**src/rtl/dot_tracker.sv**
```systemverilog
// Collectible-dot bookkeeping for a maze game: tracks which dots remain, scores
// each dot once per level, times power mode in frames and flags level completion.
module dot_tracker #(
    parameter int                N_DOTS       = 16,
    parameter int                IDX_W        = 6,
    parameter int                SCORE_W      = 10,
    parameter logic [N_DOTS-1:0] POWER_MASK   = N_DOTS'('h0011),
    parameter int                DOT_PTS      = 1,
    parameter int                POWER_PTS    = 5,
    parameter int                POWER_FRAMES = 300
) (
    input  logic               Clk,
    input  logic               Reset_n,
    input  logic               frame_start,
    input  logic               restart,
    input  logic               pix_valid,
    input  logic               is_pac,
    input  logic               dot_hit,
    input  logic [IDX_W-1:0]   dot_idx,
    output logic [N_DOTS-1:0]  alive,
    output logic               dot_draw,
    output logic               eat_pulse,
    output logic [SCORE_W-1:0] score,
    output logic               power_active,
    output logic               level_clear
);

    localparam int PWR_W = $clog2(POWER_FRAMES + 1);
    localparam int SUM_W = SCORE_W + 32;

    logic [N_DOTS-1:0]  dot_sel;
    logic               idx_ok;
    logic               sel_alive;
    logic               sel_power;
    logic               visible;
    logic               eat;
    logic [31:0]        pts;
    logic [SUM_W-1:0]   sum;
    logic [SCORE_W-1:0] score_next;
    logic [PWR_W-1:0]   power_cnt;

    // NOTE: every signal assigned in always_comb gets a default first so no
    // path leaves it unassigned; that is what keeps latches from being inferred.
    always_comb begin
        idx_ok     = 1'b0;
        dot_sel    = '0;
        sel_alive  = 1'b0;
        sel_power  = 1'b0;
        visible    = 1'b0;
        eat        = 1'b0;
        pts        = '0;
        sum        = '0;
        score_next = score;

        // Out-of-range indices select nothing, so they can neither draw nor eat.
        idx_ok = (32'(dot_idx) < N_DOTS);
        if (idx_ok) begin
            dot_sel = N_DOTS'(1) << dot_idx;
        end
        sel_alive = |(alive & dot_sel);
        sel_power = |(POWER_MASK & dot_sel);

        visible = pix_valid & dot_hit & sel_alive;
        eat     = visible & is_pac & ~restart;

        pts = sel_power ? 32'(POWER_PTS) : 32'(DOT_PTS);
        sum = SUM_W'(score) + SUM_W'(pts);
        if (sum > SUM_W'({SCORE_W{1'b1}})) begin
            score_next = '1;
        end else begin
            score_next = sum[SCORE_W-1:0];
        end
    end

    // NOTE: alive is a flop bitmap, not a RAM, so giving it a reset value of
    // all ones is legitimate and every dot is visible straight out of reset.
    always_ff @(posedge Clk or negedge Reset_n) begin
        if (!Reset_n) begin
            alive <= '1;
        end else if (restart) begin
            alive <= '1;
        end else if (eat) begin
            alive <= alive & ~dot_sel;
        end
    end

    // NOTE: sequential state uses non-blocking assignments so every register
    // samples the pre-edge values of the others, independent of block order.
    always_ff @(posedge Clk or negedge Reset_n) begin
        if (!Reset_n) begin
            dot_draw  <= 1'b0;
            eat_pulse <= 1'b0;
        end else begin
            dot_draw  <= visible;
            eat_pulse <= eat;
        end
    end

    // Score survives a restart; it only ever saturates upward.
    always_ff @(posedge Clk or negedge Reset_n) begin
        if (!Reset_n) begin
            score <= '0;
        end else if (eat) begin
            score <= score_next;
        end
    end

    // A pellet eat reloads the timer and takes priority over that frame's tick.
    always_ff @(posedge Clk or negedge Reset_n) begin
        if (!Reset_n) begin
            power_cnt <= '0;
        end else if (restart) begin
            power_cnt <= '0;
        end else if (eat && sel_power) begin
            power_cnt <= PWR_W'(POWER_FRAMES);
        end else if (frame_start && (power_cnt != '0)) begin
            power_cnt <= power_cnt - 1'b1;
        end
    end

    assign power_active = (power_cnt != '0);

    // Sticky until restart; looks at the registered bitmap, hence one cycle late.
    always_ff @(posedge Clk or negedge Reset_n) begin
        if (!Reset_n) begin
            level_clear <= 1'b0;
        end else if (restart) begin
            level_clear <= 1'b0;
        end else if (alive == '0) begin
            level_clear <= 1'b1;
        end
    end

endmodule

```
**config.mk**
```make
export PLATFORM = sky130hd
export DESIGN_NAME = dot_tracker
export DESIGN_NICKNAME = d
export VERILOG_FILES = /design/src/rtl/dot_tracker.sv
export SDC_FILE = /design/constraint.sdc
export NUM_CORES = 1
export LEC_CHECK = 0
export ABC_AREA = 1
export CORE_UTILIZATION = 47
export CTS_CLUSTER_DIAMETER = 200
export DETAILED_ROUTE_END_ITERATION = 10
export PLACE_DENSITY = 0.76
export SYNTH_ARGS = -nofsm -noshare
export SYNTH_HDL_FRONTEND = slang
export SYNTH_SLANG_ARGS = --single-unit
```
**constraint.sdc**
```tcl
create_clock -name Clk -period 1.9 [get_ports Clk]
set_clock_uncertainty 0.15 [all_clocks]
set_input_delay 0.38 -clock Clk [delete_from_list [all_inputs] [get_ports Clk]]
set_output_delay 0.38 -clock Clk [all_outputs]
set_load 0.01 [all_outputs]
```
Word level (Yosys, flattened, before mapping)
Cells that the tools add are included.
Operators by class
  shift operators: 1
  bitwise logic cells: 8
  add/sub/neg operators: 2
  reduce and logical (&&, ||, !) cells: 9
  $lt $le $gt $ge: 2
  multiplexer cells: 10
Operators by type and width (number)
  $mux 16: 3
  $and 16x16->16: 2
  $mux 9: 3
  $logic_not 16->1: 1
  $not 16->16: 1
  $reduce_or 16->1: 1
  $shl 1x6->16 const A: 1
  $add 10x3->11: 1
  $gt 11x10->1 const B: 1
  $mux 10: 1
  $reduce_bool 9->1: 1
  $sub 9x1->9 const B: 1
  $lt 6x5->1 const B: 1
  $and 1x1->1: 4
  $reduce_bool 2->1: 2
  $mux 3: 1
  $reduce_bool 3->1: 1
  $logic_and 1x1->1: 2
  $mux 1: 2
  $reduce_or 2->1: 1
  $not 1->1: 1
Word-level totals
  output and inout bits: 30
  logic and storage cells: 38
  input port bits: 13
  flip-flop bits (word level): 38

Longest topological paths before layout
Gate-level depths: netlist (run 1).
  depth after elaboration: 10
  depth in mapped cells: 16
  gate-level depth less buffers: 16

Least setup slack after synthesis (run 1)
Ideal clock, no wire load.
  kind: input to register
  from: in dot_idx[5]
  to: reg score[0]
  library setup time: 0.129 ns
  stages: 14
  slack: -0.583 ns
  arrival: 2.204 ns
  buffers on the path: 0
  required time: 1.621 ns
  cell sequence: nor2_4 -> nand2_4 -> nor4_1 -> ha_1 -> nand2_1 -> a21boi_1 -> nand3_1 -> or2_1 -> nand2_1 -> nor2_1 -> nand3b_1 -> nand2_1 -> o21ai_0 -> o21ai_0
On the way
  cells in the longest elaborated chain, start to end: 7
  elaborated cells on any way between the ends: 13
  classes of those cells: add/sub (1); order compare (2); shift (1); mux (3); bitwise (4); reduce/logical (2)
Ends and longest elaborated chain
  from (decl): line 19  | input logic [IDX_W-1:0] dot_idx,
  $lt 6x5->1 / $shl 1x6->16 (equally long branches): line 56, 58
  $mux 16 (*): line 57  | if (idx_ok) begin
  $reduce_or 2->1 / $and 16x16->16 (equally long branches): line 61, 60
  $mux 3 / $reduce_or 16->1 (equally long branches): line 66, 60
  $add 10x3->11 / $and 1x1->1 (equally long branches): line 67, 63
  $gt 11x10->1 / $and 1x1->1 (equally long branches): line 68, 64
  $mux 10 / $and 1x1->1 (equally long branches): line 68, 64
  to (signal assigned): line 104  | score <= score_next;
  to (decl): line 23  | output logic [SCORE_W-1:0] score,
Every way passes the cells marked *; elsewhere a longest branch is shown, timed or not.
A chain may end at the register's enable or synchronous reset.

Worst setup path in the final report (run 1)
  from: in dot_idx[4]
  to: reg score[5]
Same word-level chain as after synthesis.

==> parameters.txt, run 1 <==
Parameter                              Value

Run status
  Outcome ... finished, violations left
  Violated checks ... setup timing

STA
  Worst Slack Setup Final ... -0.6004 ns
  Setup tns final ... -9.284 ns
  Max-slew violation count ... 0
  Final number of hold-violating endpoints ... 0
  RSZ-0062 raised after global routing ... true
  Post-layout min period ... roughly 2.5 ns
  Worst slew margin relative to its limit ... 0.6805
  Slew at the pin with the worst max-slew slack ... about 0.48 ns
  Worst hold margin ... between 0.3 and 0.4 ns
  Total of endpoints with negative setup slack in the final report ... 38
  Final worst path period share ... 1.316
  Maximum operating frequency ... between 300 and 400 MHz

GRT
  Pin count of the biggest net entering global routing ... 21
  Number of antenna violations at the first check in global routing ... 0
  Overall Global Routing Usage ... 0.2720
  Overall overflow remaining after global route ... 0
  Via count of the first global-routing pass ... between 2,000 and 2,500
  First-pass GRT wire length ... ~11 mm

Hold path
  Class of the tightest hold or removal check ... reg -> reg

Floorplanning
  Overall die area ... 0.005163 mm^2
  IO Count ... 43
  Initial Utilization ... 0.4856
  Standard-cell row count ... 25
  DIE WIDTH ... approximately 70 um
  Core outline area ... 0.004723 mm^2
  Die span in y ... 71.86 um

Logic synthesis
  Number of cells produced by synthesis ... roughly 300
  Syn_area_per_cell ... about 7.4 um^2
  Mapped cell area ... between 0.002 and 0.0025 mm^2
  Distinct cells, synth ... 30
  Fraction of the yosys area taken by sequential cells ... 0.4233
  YS warnings ... 0
  Synthesis-stage register bit count ... 38
  Number of nets produced by synthesis ... around 330

Worst setup path
  Worst path cell trace ... buf_6, nor2_4, nand2_4, nor4_4, ha_1, nand2_1, a21boi_2, buf_4, nand3_2, nand2_1, nand2_1, inv_1, nand2_1, nor2_1, nand3b_1, nand2_4, o21ai_1, o21ai_1
  Critical path's slowest cell ... nor4_4
  Critical path buffers and inverters ... 3
  Req. time, crit path ... between 1.5 and 2 ns
  Startpoint class of the critical path ... primary input
  Category of the worst setup path capture point ... register
  Register-to-register path setup slack ... -0.43 ns
  Critical path type ... in -> reg
  Critical path's most frequent cell ... nand2_1
  Kind of cell adding the most delay to the critical path ... simple AND/OR/NAND/NOR gates
  Max Fanout on Critical Path ... 8
  Worst endpoint data arrival time ... approximately 2.6 ns
  Slowest Stage Delay on Critical Path ... about 0.27 ns

Clock tree
  Clock transition time at the flip-flop clock pins of the worst setup and hold paths ... 0.08 ns
  CTS buffer count ... 5
  Clock sinks ... 38
  CTS H-tree lvls ... 2
  Clk_lat worst skew ... 0.30 ns
  CTS tree ... done
  Buffer type at the clock tree root ... clkbuf_8
  Deepest clock path buffer count ... 2

Cells and area
  Share of layout cells above drive strength 1 ... 0.4111
  Number of nets in the layout ... 449
  Flip-flop and latch area ... ~970 um^2
  Post-layout instance area ... 0.003805 mm^2
  Synthesis-to-layout area growth ... 65.90%
  Antenna diodes ... 0
  Area used by multi-input combinational logic ... 0.001376 mm^2
  Number of fill cells in the layout ... approximately 280
  Final non-filler cell total ... 500

Drt
  # DRC ... 0
  Per-cell via count in the routed design ... approximately 5.3
  Detailed router's first-iteration violation count ... 187
  Remaining antenna violation count after routing ... 0
  WL per Instance ... roughly 17 um
  Via total after detailed routing ... between 2,000 and 3,000
  Post-detailed-routing wire length ... approximately 8.3 mm
  Number of detailed-route iterations in the first pass ... 4

Pwr
  Peak supply drop ... 0.5905 mV
  Leakage ... 1.755 nW
  Power per standard cell area ... 685.7 mW/mm^2

Run
  Number of maximum-capacitance constraint violations ... 0

Place
  Dpl cells ... 463
  Final HPWL DP ... approximately 4.1 mm
  Number of port buffers ... between 40 and 50
  Cell area reported after detailed placement ... between 0.003 and 0.004 mm^2
  Routability Congestion ... 0.9357
-- routing by layer --
metal  vias up  routed length [um]  track usage
met5         -                   0            0
met4         0                 404       0.1416
met3        39                 461      0.05485
met2       127                4371       0.4864
met1      1274                3070       0.3051
li1       1224                   -            -
-- power by group --
group          switching, mW  leakage, nW  internal (mW)
Combinational          0.528         1.27          0.488
Sequential            0.0915        0.440          0.902
Clock                  0.303       0.0455          0.297
-- placed cells by master, fill, tap and decap left out, types with 4 or more instances in the layout --
cell,synthesis,routed
nor2_1,33,23
nor2_2,6,6
dlygate4sd2_1,0,16
nand2_1,68,57
nand3_2,0,5
inv_1,52,46
nor4_1,6,4
o21ai_1,9,26
nor2_4,1,11
xor2_1,9,9
clkdlybuf4s50_1,0,17
buf_2,1,6
inv_2,5,8
buf_4,0,70
dfstp_2,16,16
nand3_4,0,6
nand4_1,6,6
dfrtp_1,22,21
o22ai_2,0,5
clkbuf_8,0,6
buf_6,1,6
nand3_1,22,11
nand2_4,3,5
nand2_2,0,9
-- metrics by stage --
stage | total power [mW] | util | worst slack [ns]
final | 2.609 | 0.8056 | -0.6004
after global routing | 2.741 | 0.8056 | -0.7502
after CTS | 2.444 | 0.7462 | -0.3881
after detailed placement | 1.770 | 0.6697 | -1.204
after global placement | 1.759 | 0.6697 | -1.056
after floorplan | 1.400 | - | -0.4303
-- kinds of logic after synthesis --
family / synth area share
AO/OA/AOI/OAI: 0.08947
XOR/XNOR: 0.04583
adder cells (fa/ha/maj): 0.02182
buffers and inverters: 0.1102
flip-flops: 0.4233
AND/OR/NAND/NOR: 0.3093
-- synthesized netlist by cell type --
master,n,area [um^2]
a21boi_1,1,7.510
a21oi_1,2,10.01
a21oi_4,1,16.27
buf_2,1,5.000
buf_6,1,11.26
buf_8,1,15.01
clkbuf_1,2,7.510
dfrtp_1,22,550.5
dfstp_2,16,420.4
ha_1,4,50.05
inv_1,52,195.2
inv_2,5,18.77
nand2_1,68,255.2
nand2_4,3,33.78
nand3_1,22,110.1
nand3b_1,1,7.510
nand4_1,6,37.54
nor2_1,33,123.9
nor2_2,6,37.54
nor2_4,1,11.26
nor3_1,6,30.03
nor4_1,6,37.54
o21ai_0,19,95.09
o21ai_1,9,45.04
o22ai_1,5,31.28
or2_1,1,6.260
or2_2,2,12.51
or3_1,1,6.260
xnor2_1,3,26.28
xor2_1,9,78.83
-- worst register-to-register path: stages (launching register included) --
cell and delay [ns]:
dfrtp_1 0.39, ha_1 0.34, nand2_1 0.09, a21boi_2 0.18, buf_4 0.16, nand3_2 0.07, nand2_1 0.09, nand2_1 0.07
inv_1 0.09, nand2_1 0.05, nor2_1 0.10, nand3b_1 0.14, nand2_4 0.15, o21ai_1 0.08, o21ai_1 0.10
-- final timing paths --
kind,from,to,depth (start not counted)
min in group asynchronous,Reset_n,dot_draw,2
hold reg to reg,level_clear,level_clear,2
setup reg to reg,score[2],score[5],14
max in group asynchronous,Reset_n,alive[8],3
hold / removal,level_clear,level_clear,2
setup / recovery,dot_idx[4],score[5],18
-- flip-flops by register name (all words and copies together), names as in the netlist --
name         flops
alive           16
score           10
power_cnt        9
dot_draw         1
eat_pulse        1
level_clear      1
-- timing repair --
action	in CTS	in global routing
buffers inserted	17	11
hold buffers	1	0
endpoints found under the hold margin	12	0
endpoints found under the setup margin	54	38
gates resized for setup	81	69
gates cloned	2	0
pin swaps	25	19
-- layout make-up --
class / instances / area share
Clock buffer: 8 / 0.02368
Inverter: 57 / 0.06084
Multi-Input combinational cell: 209 / 0.3617
Sequential cell: 38 / 0.2555
Tap cell: 67 / 0.02203
Timing Repair Buffer: 121 / 0.2762
Power figures use the tool's default switching activity.
==> inputs of run 2 (changes only) <==
--- a/config.mk
+++ b/config.mk
@@ -7,7 +7,6 @@
 export LEC_CHECK = 0
 export ABC_AREA = 1
 export CORE_UTILIZATION = 47
-export CTS_CLUSTER_DIAMETER = 200
 export DETAILED_ROUTE_END_ITERATION = 10
 export PLACE_DENSITY = 0.76
 export SYNTH_ARGS = -nofsm -noshare
==> results of run 2 <==
Same layout as run 1: the final DEF is identical, and so are final timing and power.
==> inputs of run 3 (changes only) <==
--- a/config.mk
+++ b/config.mk
@@ -6,9 +6,9 @@
 export NUM_CORES = 1
 export LEC_CHECK = 0
 export ABC_AREA = 1
-export CORE_UTILIZATION = 47
+export CORE_UTILIZATION = 45
 export DETAILED_ROUTE_END_ITERATION = 10
-export PLACE_DENSITY = 0.76
+export PLACE_DENSITY = 0.73
 export SYNTH_ARGS = -nofsm -noshare
 export SYNTH_HDL_FRONTEND = slang
 export SYNTH_SLANG_ARGS = --single-unit
==> parameters.txt, run 3 (synthesis results as in run 1) <==
Parameter                              Value

Run status
  Outcome ... finished, violations left
  Violated checks ... setup timing

GRT
  Number of antenna violations at the first check in global routing ... 0 (unchanged)
  Pin count of the biggest net entering global routing ... 39 (+86%)
  First-pass GRT wire length ... 11.10 mm (+2.7%)
  Overall overflow remaining after global route ... 0 (unchanged)
  Via count of the first global-routing pass ... 2,506 (+3.0%)
  Overall Global Routing Usage ... 0.2743 (+0.002312)

Pwr
  Power per standard cell area ... 692.1 mW/mm^2 (+0.94%)
  Leakage ... 1.783 nW (+1.6%)
  Share of power burned in the clock network ... 0.226 (-0.004)
  Switching Fraction ... 0.3554 (+0.002026)
  Relative contribution of sequential cells to total power ... 0.369 (-0.012)
  Internal power ... 1.731 mW (+2.6%)
  Net Sw Power ... 0.9543 mW (+3.5%)
  Peak supply drop ... 0.7926 mV (+34%)
  Logic gate share of total power ... 0.405 (+0.016)

Worst setup path
  Category of the worst setup path capture point ... register
  Worst endpoint data arrival time ... 2.31 ns (-0.25 ns)
  Critical path's slowest cell ... xor2_1
  Critical path buffers and inverters ... 1 (-2)
  Critical path type ... in -> reg
  Reg-to-Reg Start ... score[2]
  Endpoint of the most critical register-to-register path ... score[5]
  Number of cells on the worst reg-to-reg path ... 11 (-3)
  Max Fanout on Critical Path ... 8 (unchanged)
  Startpoint class of the critical path ... primary input
  Register-to-register path setup slack ... -0.30 ns (+0.13 ns)
  Slowest Stage Delay on Critical Path ... 0.24 ns (-0.03 ns)
  Worst path cell trace ... buf_6, nor2_4, nand2_4, nor4_4, ha_1, nand3_1, nand2_1, nand2_1, nor2_2, xor2_1, nor2_1, nand3b_1, nand2_4, o21ai_1, o21ai_1
  Req. time, crit path ... 1.93 ns (-0.03 ns)
  Kind of cell adding the most delay to the critical path ... simple AND/OR/NAND/NOR gates

Hold path
  Class of the tightest hold or removal check ... reg -> reg
  Hold path startpoint ... power_cnt[8]
  Worst hold path stage count ... 2 (unchanged)
  Hold-critical path endpoint ... power_cnt[8]

Drt
  # DRC ... 0 (unchanged)
  Via total after detailed routing ... 2,572 (-3.5%)
  Post-detailed-routing wire length ... 7.543 mm (-9.2%)
  Remaining antenna violation count after routing ... 0 (unchanged)
  Per-cell via count in the routed design ... 5.093 (-4.4%)
  WL per Instance ... 14.94 um (-10%)
  Number of detailed-route iterations in the first pass ... 4 (unchanged)
  Detailed router's first-iteration violation count ... 180 (-3.7%)

STA
  Worst slew margin relative to its limit ... 0.6728 (-0.007711)
  RSZ-0062 raised after global routing ... true
  Worst Slack Setup Final ... -0.3713 ns (+0.2291 ns)
  Maximum operating frequency ... 440.3 MHz (+10%)
  Final number of hold-violating endpoints ... 0 (unchanged)
  Max-slew violation count ... 0 (unchanged)
  Post-layout min period ... 2.271 ns (-0.2291 ns)
  Final worst path period share ... 1.195 (-0.1206)
  Worst hold margin ... 0.3739 ns (+0.004425 ns)
  Total of endpoints with negative setup slack in the final report ... 36 (-5.3%)
  Slew at the pin with the worst max-slew slack ... 0.4863 ns (+0.007081 ns)

Clock tree
  Buffer type at the clock tree root ... clkbuf_8
  Clock sinks ... 38 (unchanged)
  CTS buffer count ... 5 (unchanged)
  Clk_lat worst skew ... 0.30 ns (about the same)
  Clock transition time at the flip-flop clock pins of the worst setup and hold paths ... 0.08 ns (about the same)
  Deepest clock path buffer count ... 2 (unchanged)
  CTS H-tree lvls ... 2 (unchanged)
  CTS tree ... done

Cells and area
  Commonest non-fill, non-tap cells in the layout ... buf_4 (74), nand2_1 (55), inv_1 (45)
  Max reg flops ... 16 (unchanged)
  Registers with the most flip-flops ... alive: 16 flops, score: 10 flops, power_cnt: 9 flops
  Number of nets in the layout ... 454 (+1.1%)
  Share of layout cells above drive strength 1 ... 0.4361 (+0.02499)
  Reg with most FFs ... alive
  Number of fill cells in the layout ... 313 (+11%)
  Synthesis-to-layout area growth ... 69.18%
  Antenna diodes ... 0 (unchanged)
  Most common cell after layout, fill and taps aside ... buf_4
  Final non-filler cell total ... 505 (+1.0%)

Floorplanning
  Core outline area ... 0.004817 mm^2 (+2.0%)
  Initial Utilization ... 0.4761 (-0.009459)
  Overall die area ... 0.005386 mm^2 (+4.3%)
  DIE WIDTH ... 73.39 um (+2.1%)
  IO Count ... 43 (unchanged)
  Standard-cell row count ... 25 (unchanged)
  Die span in y ... 73.39 um (+2.1%)

Place
  Number of port buffers ... 42 (unchanged)
  Final HPWL DP ... 4.350 mm (+5.0%)
  Dpl cells ... 465 (+0.43%)
  Routability Congestion ... 0.9449 (+0.98%)

Run
  Number of maximum-capacitance constraint violations ... 0 (unchanged)
## run 3: worst register-to-register path, cell delays in order, from the launching register on
cell,delay [ns]
dfrtp_1,0.39
ha_1,0.32
nand3_1,0.09
nand2_1,0.12
nand2_1,0.08
nor2_2,0.17
xor2_1,0.24
nor2_1,0.08
nand3b_1,0.13
nand2_4,0.10
o21ai_1,0.14
o21ai_1,0.07
## run 3: power by group through the flow
stage	logic (mW)	registers [mW]	clock network [mW]
after floorplan	0.387	1.01	0
after CTS	0.925	0.976	0.611
after global placement	0.770	0.978	0
after detailed placement	0.795	0.983	0
after global routing	1.18	0.999	0.634
final	1.09	0.991	0.608
## run 3: worst max-delay path by stage
stage,start,end,slack [ns],cells past startpoint
final,dot_idx[4],score[5],-0.37,15
after global routing,dot_idx[4],score[5],-0.57,15
after CTS,dot_idx[4],score[0],-0.38,15
after detailed placement,dot_idx[5],score[0],-1.16,15
after global placement,dot_idx[5],score[0],-1.07,15
after floorplan,dot_idx[5],score[0],-0.43,14
## run 3: repair_timing
item | CTS | global route
endpoints found under the setup margin | 54 | 37
hold buffers | 1 | 0
endpoints found under the hold margin | 22 | 0
pin swaps | 31 | 26
buffers inserted | 27 | 8
resized for setup | 95 | 60
gates cloned | 1 | 1
## run 3: layer usage
layer / global-route usage / vias up / routed length [um]
li1: - / 1232 / -
met5: 0 / - / 0
met1: 0.3149 / 1251 / 3044
met2: 0.4907 / 74 / 4054
met3: 0.04527 / 15 / 290
met4: 0.1410 / 0 / 153
## run 3: final cells by class
class / count / area [um^2] / area share
Inverter: 57 / 229.0 / 0.05901
Clock inverter: 2 / 12.51 / 0.003225
Clock buffer: 6 / 82.58 / 0.02128
Multi-Input combinational cell: 209 / 1408 / 0.3628
Tap cell: 67 / 83.83 / 0.02161
Timing Repair Buffer: 126 / 1094 / 0.2818
Sequential cell: 38 / 970.9 / 0.2502
## run 3: through the flow
step	utilization	setup TNS (ns)	setup WS [ns]	cell area [um^2]	power (mW)
after floorplan	-	-3.653	-0.4303	2315	1.400
after global placement	0.6597	-29.25	-1.066	3178	1.748
after detailed placement	0.6597	-31.56	-1.159	3178	1.778
after CTS	0.7468	-3.406	-0.3807	3597	2.512
after global routing	0.8055	-10.69	-0.5728	3880	2.809
final	0.8055	-5.338	-0.3713	3880	2.685
